===== config.mk =====
export PLATFORM = sky130hd
export DESIGN_NAME = multi_pulse_gen_flat
export DESIGN_NICKNAME = d
export VERILOG_FILES = /design/src/rtl/multi_pulse_gen_if.sv /design/src/rtl/multi_pulse_gen.sv /design/src/flat_wrapper.sv
export SDC_FILE = /design/constraint.sdc
export NUM_CORES = 1
export LEC_CHECK = 0
export ABC_CLOCK_PERIOD_IN_PS = 5630
export CORE_AREA = 2 2 163 165
export CTS_CLUSTER_SIZE = 25
export DETAILED_ROUTE_END_ITERATION = 7
export DIE_AREA = 0 0 165 167
export PLACE_DENSITY_LB_ADDON = 0.3
export SYNTH_ARGS = -nofsm -noshare
export SYNTH_HDL_FRONTEND = slang
export SYNTH_SLANG_ARGS = --single-unit

===== constraint.sdc =====
create_clock -name clk -period 5.63 [get_ports clk]
set_clock_uncertainty 0.2 [all_clocks]
set_input_delay 0.563 -clock clk [delete_from_list [all_inputs] [get_ports clk]]
set_output_delay 0.563 -clock clk [all_outputs]
set_load 0.05 [all_outputs]

===== src/rtl/multi_pulse_gen_if.sv =====
// Channel config, trigger and output bundle for multi_pulse_gen.
// Latency: none, wiring only. Backpressure: none.
interface multi_pulse_gen_if #(
  parameter int NUM_CH = 4,
  parameter int MSW    = 16
);
  logic [2*NUM_CH-1:0]   mode;
  logic [MSW*NUM_CH-1:0] period_ms;
  logic [MSW*NUM_CH-1:0] high_ms;
  logic [NUM_CH-1:0]     trig;
  logic [NUM_CH-1:0]     pulse_out;
  logic [NUM_CH-1:0]     done;

  modport master (
    output mode, period_ms, high_ms, trig,
    input  pulse_out, done
  );

  modport slave (
    input  mode, period_ms, high_ms, trig,
    output pulse_out, done
  );
endinterface


===== src/rtl/multi_pulse_gen.sv =====
// NUM_CH pulse generators (off/square/PWM/one-shot) sharing one ms prescaler.
// Latency: registered outputs, one-shot rises 1 cycle after trigger. Backpressure: none.
module multi_pulse_gen #(
  parameter int CNT_MAX = 100_000,
  parameter int NUM_CH  = 4,
  parameter int MSW     = 16
) (
  input  logic              clk,
  input  logic              reset,
  multi_pulse_gen_if.slave  bus
);

  localparam int TW = (CNT_MAX > 1) ? $clog2(CNT_MAX) : 1;
  localparam logic [TW-1:0] TICK_LAST = TW'(CNT_MAX - 1);

  localparam logic [1:0] MODE_SQUARE  = 2'b01;
  localparam logic [1:0] MODE_PWM     = 2'b10;
  localparam logic [1:0] MODE_ONESHOT = 2'b11;

  logic [TW-1:0] tick_cnt_q, tick_cnt_d;
  logic          ms_tick;

  always_comb begin
    ms_tick    = (tick_cnt_q == TICK_LAST);
    tick_cnt_d = ms_tick ? '0 : tick_cnt_q + TW'(1);
  end

  always_ff @(posedge clk) begin
    if (reset) tick_cnt_q <= '0;
    else       tick_cnt_q <= tick_cnt_d;
  end

  for (genvar i = 0; i < NUM_CH; i++) begin : g_ch
    logic [MSW-1:0] per, hi;
    logic [MSW-1:0] ms_cnt_q, ms_cnt_d;
    logic           out_q, out_d;
    logic           done_q, done_d;
    logic           trig_d_q, trig_d_d;
    logic [1:0]     cur_mode, prev_mode_q, prev_mode_d;
    logic           trig_edge, per_wrap, hi_end;

    assign per      = bus.period_ms[MSW*i +: MSW];
    assign hi       = bus.high_ms[MSW*i +: MSW];
    assign cur_mode = bus.mode[2*i +: 2];

    always_comb begin
      // The minus-one results are only used when the operand is nonzero.
      per_wrap    = (per != '0) && (ms_cnt_q >= per - MSW'(1));
      hi_end      = (hi == '0) || (ms_cnt_q >= hi - MSW'(1));
      trig_edge   = bus.trig[i] & ~trig_d_q;
      ms_cnt_d    = ms_cnt_q;
      out_d       = out_q;
      done_d      = 1'b0;
      trig_d_d    = bus.trig[i];
      prev_mode_d = cur_mode;

      if (cur_mode != prev_mode_q) begin
        ms_cnt_d = '0;
        out_d    = 1'b0;
      end else begin
        case (cur_mode)
          MODE_SQUARE: begin
            if (per == '0) begin
              ms_cnt_d = '0;
              out_d    = 1'b0;
            end else if (ms_tick) begin
              if (per_wrap) begin
                ms_cnt_d = '0;
                out_d    = ~out_q;
              end else begin
                ms_cnt_d = ms_cnt_q + MSW'(1);
              end
            end
          end
          MODE_PWM: begin
            if (per == '0) begin
              ms_cnt_d = '0;
              out_d    = 1'b0;
            end else begin
              if (ms_tick) ms_cnt_d = per_wrap ? '0 : ms_cnt_q + MSW'(1);
              out_d = (ms_cnt_d < hi);
            end
          end
          MODE_ONESHOT: begin
            if (!out_q) begin
              if (trig_edge && (hi != '0)) begin
                out_d    = 1'b1;
                ms_cnt_d = '0;
              end
            end else if (ms_tick) begin
              if (hi_end) begin
                out_d    = 1'b0;
                ms_cnt_d = '0;
                done_d   = 1'b1;
              end else begin
                ms_cnt_d = ms_cnt_q + MSW'(1);
              end
            end
          end
          default: begin
            ms_cnt_d = '0;
            out_d    = 1'b0;
          end
        endcase
      end
    end

    always_ff @(posedge clk) begin
      if (reset) begin
        ms_cnt_q    <= '0;
        out_q       <= 1'b0;
        done_q      <= 1'b0;
        trig_d_q    <= 1'b0;
        prev_mode_q <= cur_mode;
      end else begin
        ms_cnt_q    <= ms_cnt_d;
        out_q       <= out_d;
        done_q      <= done_d;
        trig_d_q    <= trig_d_d;
        prev_mode_q <= prev_mode_d;
      end
    end

    assign bus.pulse_out[i] = out_q;
    assign bus.done[i]      = done_q;
  end

endmodule


===== src/flat_wrapper.sv =====
// flat-port wrapper written by rule: the top's interface ports become plain ports
module multi_pulse_gen_flat 
#(
  parameter int CNT_MAX = 100_000,
  parameter int NUM_CH  = 4,
  parameter int MSW     = 16
)
  (clk, reset, bus_mode, bus_period_ms, bus_high_ms, bus_trig, bus_pulse_out, bus_done);
  multi_pulse_gen_if #(.NUM_CH(NUM_CH), .MSW(MSW)) bus_i ();
  input  logic clk;
  input  logic reset;
  input wire logic [$bits(bus_i.mode)-1:0] bus_mode;
  input wire logic [$bits(bus_i.period_ms)-1:0] bus_period_ms;
  input wire logic [$bits(bus_i.high_ms)-1:0] bus_high_ms;
  input wire logic [$bits(bus_i.trig)-1:0] bus_trig;
  output wire logic [$bits(bus_i.pulse_out)-1:0] bus_pulse_out;
  output wire logic [$bits(bus_i.done)-1:0] bus_done;
  assign bus_i.mode = bus_mode;
  assign bus_i.period_ms = bus_period_ms;
  assign bus_i.high_ms = bus_high_ms;
  assign bus_i.trig = bus_trig;
  assign bus_pulse_out = bus_i.pulse_out;
  assign bus_done = bus_i.done;
  multi_pulse_gen #(.CNT_MAX(CNT_MAX), .NUM_CH(NUM_CH), .MSW(MSW)) u_core (.clk(clk), .reset(reset), .bus(bus_i));
endmodule

=== After elaboration in Yosys (flattened, before gate mapping) ===
Cells that the tools add are included.

* Mux-type cells: 88
* $lt $le $gt $ge: 12
* Add/sub/neg operators: 13
* Equality and inequality tests: 33
* Reductions and logical operators: 45
* Bitwise operators: 17

{| class="wikitable"
|+ Operators with widths
! operator !! count
|-
| 16-bit two-way mux || 44
|-
| 16-bit case mux with 3 select lines || 4
|-
| 16-bit greater-or-equal comparator || 8
|-
| 16-bit zero test || 8
|-
| 16-bit nonzero test || 8
|-
| 16-bit by 1-bit subtractor with 16-bit output (second input constant) || 8
|-
| 16-bit by 1-bit adder with 16-bit output (second input constant) || 4
|-
| 16-bit < comparator || 4
|-
| 1-bit two-way mux || 36
|-
| 3-bit by 1-bit inequality test with 1-bit output (second input constant) || 12
|-
| 5-bit OR reduction || 4
|-
| 17-bit by 1-bit adder with 17-bit output (second input constant) || 1
|-
| 17-bit == test (second input constant) || 1
|-
| 2-bit == test (second input constant) || 8
|-
| 2-bit AND reduction || 8
|-
| 1-bit inverter || 13
|-
| 3-bit by 2-bit inequality test with 1-bit output (second input constant) || 4
|-
| 1-bit case mux with 3 select lines || 4
|-
| 2-bit OR reduction || 5
|-
| 2-bit by 1-bit == test with 1-bit output (second input constant) || 4
|-
| 1-bit logical AND || 8
|-
| 2-bit inequality test || 4
|-
| 1-bit AND || 4
|-
| 1-bit logical OR || 4
|}

* Output and inout port bits: 8
* Register bits: 101

=== Depth between registers and ports, before layout ===
* Word-level depth: 11
* Depth in mapped cells: 27
* Depth with buffers taken out: 25

=== Worst setup path before layout ===
Ideal clock, no wire load.

* Path kind: input-to-reg
* Start: input bus_period_ms[0]
* End: register u_core.g_ch[0].out_q
* Path buffers: 2
* Arrival: 5.095 ns
* Cell stages on the path: 25
* Path slack: 0.214 ns
* Library setup time: 0.121 ns
* Cells stage by stage: inv_1 > ha_1 > or3b_2 > nor3_1 > nand2_1 > nor3_1 > xnor2_1 > ha_1 > and4_1 > nand2_1 > o21ai_0 > and2_1 > clkbuf_1 > nand2b_1 > clkbuf_1 > o31ai_1 > ha_1 > and3_1 > nand4_1 > or4_1 > a31oi_1 > a211oi_1 > o41ai_1 > and3_1 > o21ai_0

* Longest elaborated chain between the ends: 11
* Elaborated cells on any way between the ends: 17

{| class="wikitable"
|+ Ends and longest elaborated chain
! item !! RTL line !! text
|-
| from (decl) || flat_wrapper.sv:13 || <nowiki>input wire logic [$bits(bus_i.period_ms)-1:0] bus_period_ms;</nowiki>
|-
| 16-bit by 1-bit subtractor with 16-bit output || multi_pulse_gen.sv:48 || <nowiki>per_wrap = (per != '0) && (ms_cnt_q >= per - MSW'(1));</nowiki>
|-
| 16-bit greater-or-equal comparator || multi_pulse_gen.sv:48 ||
|-
| 1-bit logical AND || multi_pulse_gen.sv:48 ||
|-
| 16-bit two-way mux (2 in series) || multi_pulse_gen.sv:80 || <nowiki>if (ms_tick) ms_cnt_d = per_wrap ? '0 : ms_cnt_q + MSW'(1);</nowiki>
|-
| 16-bit two-way mux || multi_pulse_gen.sv:76 || <nowiki>if (per == '0) begin</nowiki>
|-
| 16-bit two-way mux || multi_pulse_gen.sv:61 || <nowiki>case (cur_mode)</nowiki>
|-
| 16-bit two-way mux || multi_pulse_gen.sv:57 || <nowiki>if (cur_mode != prev_mode_q) begin</nowiki>
|-
| 16-bit < comparator || multi_pulse_gen.sv:81 || <nowiki>out_d = (ms_cnt_d < hi);</nowiki>
|-
| 1-bit two-way mux || multi_pulse_gen.sv:76 ||
|-
| 1-bit case mux with 3 select lines || multi_pulse_gen.sv:61 ||
|-
| to (signal assigned) || multi_pulse_gen.sv:117 || <nowiki>out_q <= out_d;</nowiki>
|-
| to (decl) || multi_pulse_gen.sv:36 || <nowiki>logic out_q, out_d;</nowiki>
|}

Parallel ways exist; a longest one is shown, timed or not. The select of a mux whose other input is x is not followed.
A chain may end at the register's enable or synchronous reset.

=== Final worst setup path ===
* Start: input bus_period_ms[19]
* End: register u_core.g_ch[1].out_q

* Longest elaborated chain between the ends: 11
* Elaborated cells on any way between the ends: 17

{| class="wikitable"
|+ Ends and longest elaborated chain
! item !! RTL line
|-
| 16-bit by 1-bit subtractor with 16-bit output || multi_pulse_gen.sv:48
|-
| 16-bit greater-or-equal comparator || multi_pulse_gen.sv:48
|-
| 1-bit logical AND || multi_pulse_gen.sv:48
|-
| 16-bit two-way mux (2 in series) || multi_pulse_gen.sv:80
|-
| 16-bit two-way mux || multi_pulse_gen.sv:76
|-
| 16-bit two-way mux || multi_pulse_gen.sv:61
|-
| 16-bit two-way mux || multi_pulse_gen.sv:57
|-
| 16-bit < comparator || multi_pulse_gen.sv:81
|-
| 1-bit two-way mux || multi_pulse_gen.sv:76
|-
| 1-bit case mux with 3 select lines || multi_pulse_gen.sv:61
|-
| to (signal assigned) || multi_pulse_gen.sv:117
|-
| to (decl) || multi_pulse_gen.sv:36
|}

Parallel ways exist; a longest one is shown, timed or not. The select of a mux whose other input is x is not followed.

==> Implementation_results.wiki <==
{| class="wikitable"
! Metric !! Value
|-
| Slack of the critical path || 0.177 ns
|-
| Final Total Pwr || around 0.0018 W
|-
| Syn nets || roughly 2.1k
|-
| Post-synth top area share || 21.4%
|-
| Antenna diode count || 0
|-
| Post-synthesis cell area || 0.0129 mm²
|-
| CP Launch Type || input port
|-
| Number of buffers added to fix hold violations after cts || 0
|-
| R2R Setup Slk || 1.04 ns
|-
| Post-route setup TNS || 0 ns
|-
| Total Routing Usage GR || 26.3%
|-
| Root Buffer || sky130_fd_sc_hd__clkbuf_16
|-
| Pwr dens || 111 mW/mm²
|-
| Initial antenna violation count || 0
|-
| Dominant cells by area after synthesis || sky130_fd_sc_hd__ha_1 21%, sky130_fd_sc_hd__dfxtp_1 16%, sky130_fd_sc_hd__xnor2_1 7.2%, sky130_fd_sc_hd__nand2_1 5.5%, sky130_fd_sc_hd__o21ai_0 4.4%
|-
| Min Tclk post-route || 5.45 ns
|-
| HPWL reported at the end of detailed placement || 29700 µm
|-
| Iteration-0 DRC Markers || 916
|-
| Clock sink count || 101
|-
| Final non-filler cell total || 2281
|-
| Vias per cell || between 5 and 6
|-
| EDFF count, synth || 0
|-
| Die X || between 150 and 200 µm
|-
| CP max FO || 7
|-
| Slowest stage cell, crit path || sky130_fd_sc_hd__or4_4
|-
| Delay of the slowest cell on the worst path || 0.44 ns
|-
| Chain of cells forming the critical path || clkdlybuf4s50_1 > or4_4 > nor4_2 > buf_4 > nand2b_4 > nor4_2 > xnor2_1 > ha_1 > nand4_1 > nor3b_2 > a311oi_2 > o21ai_2 > and2_4 > buf_4 > nor3_1 > or2_2 > ha_1 > nand2_1 > o21ai_0 > o21bai_1 > a31oi_1 > or3_1 > a211oi_2 > o41ai_2
|-
| Mean instance size in the synthesized netlist || 7.49 µm²
|-
| Final hold vios || 0
|-
| Die area || 0.0276 mm²
|-
| Pleak || between 7 and 8 nW
|-
| Gate family responsible for the most delay along the worst path || simple AND/OR/NAND/NOR gates
|-
| Dominant register cell in the synthesized netlist || sky130_fd_sc_hd__dfxtp_1
|-
| Peak ir drop on the vdd network || 0.136 mV
|-
| WP buf/inv || 3
|-
| Portion of the post-synthesis area used by sequential elements || 15.6%
|-
| Port bufs || 149
|-
| Worst setup path category || in2reg
|-
| Warnings, synthesis || 0
|-
| Largest net degree at the start of global routing || 26
|-
| Starting Density || 50.2%
|-
| Worst slew margin relative to its limit || ~26%
|-
| Layout cell share with drive strength beyond 1 || 9.40%
|-
| Period utilization || 96.9%
|-
| Max-slew violations || 0
|-
| Dominant cell type by area after synthesis || sky130_fd_sc_hd__ha_1
|-
| Critical path endpoint category || register
|-
| Clock-pin slew of the registers on the worst-case setup and hold paths || 0.07 ns
|-
| Most instantiated library cell after synthesis || sky130_fd_sc_hd__ha_1
|-
| Fmax || 0.183 GHz
|-
| Area Growth Syn to Fin || 23.5%
|-
| Detailed-route DRC error count || 0
|-
| Wirelength per Cell || 16.2 µm
|-
| Global-route wire length before repair || 60300 µm
|-
| Detailed-routing iteration count for the pre-antenna-repair pass || 5
|-
| Total number of H-tree levels || 3
|-
| Tightest Hold Check Type || reg2reg
|-
| Hold WS || between 0.2 and 0.3 ns
|-
| Clock tree from TritonCTS || yes
|-
| Total instance count after detailed placement || 2262
|-
| Tightest Pin Transition || 1.12 ns
|-
| Maximum root-to-sink buffer count || 2
|-
| Flop and latch count out of synthesis || 101
|-
| Total length of routed wires || 36900 µm
|-
| Most common library cells after synthesis || 221 x sky130_fd_sc_hd__ha_1, 189 x sky130_fd_sc_hd__nand2_1, 114 x sky130_fd_sc_hd__o21ai_0, 106 x sky130_fd_sc_hd__xnor2_1, 102 x sky130_fd_sc_hd__inv_1
|-
| Worst slack, placed || -0.545 ns
|-
| Number of max-capacitance violations reported || 0
|-
| Post-synth cell types || 71
|-
| Data required time at the worst endpoint || 5.66 ns
|-
| Via count || 13.6k
|-
| Outcome || finished, final reports clean
|-
| Core Footprint || between 0.02 and 0.03 mm²
|-
| Post-synth ARST share || 0%
|-
| Gp weighted congestion || 0.915
|-
| Worst skew pair latency || ~0.36 ns
|-
| # setup viols final || 0
|-
| Count of mapped cells out of synthesis || ~1.7k
|-
| Rows || 59
|-
| Number of buffers created by CTS || 9
|-
| Final nets || 2304
|-
| Vertical die dimension || 167 µm
|-
| Count of antenna-violating nets left after detailed routing || 0
|-
| Total congestion overflow || 0
|-
| Arrival time reported for the critical path endpoint || 5.49 ns
|-
| Via count of the first global-routing pass || 12.9k
|-
| Number of ports placed on the die boundary || 150
|}
-- timing repair --
item	in CTS	in global routing
gates resized for setup	9	54
setup buffers	0	3
pin swaps	0	26
endpoints found under the setup margin	2	4
-- worst paths after layout --
check	cells after the start	start	to
worst max-delay path	24	bus_period_ms[19]	u_core.g_ch[1].out_q
worst min-delay path	1	u_core.tick_cnt_q[0]	u_core.tick_cnt_q[0]
worst max register to register	15	u_core.tick_cnt_q[9]	u_core.g_ch[0].out_q
worst min register to register	1	u_core.tick_cnt_q[0]	u_core.tick_cnt_q[0]
-- metrics by stage --
stage,instance area (µm²),util (%)
after floorplan,12900,-
after detailed placement,15400,59.9
final,16000,62.0
after global routing,16000,62.0
after global placement,15400,59.9
after CTS,15700,61.1
-- routing by layer --
metal / GRT usage (%) / vias up / part of all wire, %
li1: - / 6771 / -
met1: 34.1 / 6345 / 45
met2: 45.1 / 407 / 47
met3: 3.16 / 66 / 5.7
met4: 8.28 / 0 / 2.4
met5: 0 / - / 0
-- cell usage in the layout, fill, tap and decap left out, types with 7 or more instances in the layout --
master and instances:
sky130_fd_sc_hd__and4_1 7, sky130_fd_sc_hd__a211oi_1 7, sky130_fd_sc_hd__nand2_1 187, sky130_fd_sc_hd__o211ai_1 8, sky130_fd_sc_hd__a22o_1 8, sky130_fd_sc_hd__or4_1 9
sky130_fd_sc_hd__xnor2_1 105, sky130_fd_sc_hd__clkdlybuf4s50_1 146, sky130_fd_sc_hd__mux2i_1 14, sky130_fd_sc_hd__dfxtp_1 101, sky130_fd_sc_hd__and2_1 10, sky130_fd_sc_hd__o22ai_1 9
sky130_fd_sc_hd__o31ai_1 22, sky130_fd_sc_hd__nor3b_1 10, sky130_fd_sc_hd__a21oi_1 92, sky130_fd_sc_hd__nor2_1 100, sky130_fd_sc_hd__or3_1 17, sky130_fd_sc_hd__nor4_1 24
sky130_fd_sc_hd__nand3_1 80, sky130_fd_sc_hd__nand4_1 28, sky130_fd_sc_hd__nor2b_1 14, sky130_fd_sc_hd__nand2b_1 27, sky130_fd_sc_hd__and3_1 57, sky130_fd_sc_hd__o21ai_0 106
sky130_fd_sc_hd__nor3_1 69, sky130_fd_sc_hd__o21a_1 16, sky130_fd_sc_hd__a31oi_1 25, sky130_fd_sc_hd__o221ai_1 7, sky130_fd_sc_hd__clkbuf_16 9, sky130_fd_sc_hd__or2_2 9
sky130_fd_sc_hd__xor2_1 35, sky130_fd_sc_hd__buf_4 94, sky130_fd_sc_hd__inv_1 102, sky130_fd_sc_hd__ha_1 221, sky130_fd_sc_hd__a21o_1 37
-- kinds of logic (layout without fill, tap and decap cells) --
| kind of cell | Yosys count | count (layout) | synth area share (%) |
|---|---|---|---|
| buf+inv | 147 | 366 | 4.61 |
| flops | 101 | 101 | 15.6 |
| compound gates | 412 | 412 | 20.4 |
| fa+ha+maj | 221 | 221 | 21.4 |
| mux | 15 | 15 | 1.17 |
| simple gates | 690 | 690 | 27.3 |
| xor+xnor | 141 | 141 | 9.55 |
-- sequential cells by signal (all words and copies together) (netlist names) --
register                 flops
u_core.g_ch.prev_mode_q      8
u_core.tick_cnt_q           17
u_core.g_ch.trig_d_q         4
u_core.g_ch.ms_cnt_q        64
u_core.g_ch.done_q           4
u_core.g_ch.out_q            4
-- report_power, final --
group	switching [W]	internal, W
logic	0.000223	0.000225
clock network	0.000296	0.000303
registers	0.00000547	0.000721
total	0.000524	0.00125
-- cell type report --
type,instances,area (µm²)
Fill cell,2300,9790
Clock inverter,7,50.0
Inverter,102,383
Timing Repair Buffer,248,2300
Tap cell,335,419
Clock buffer,9,225
Sequential cell,101,2020
Multi-Input combinational cell,1479,10600
Note: power is estimated with default switching activity, not from simulation.
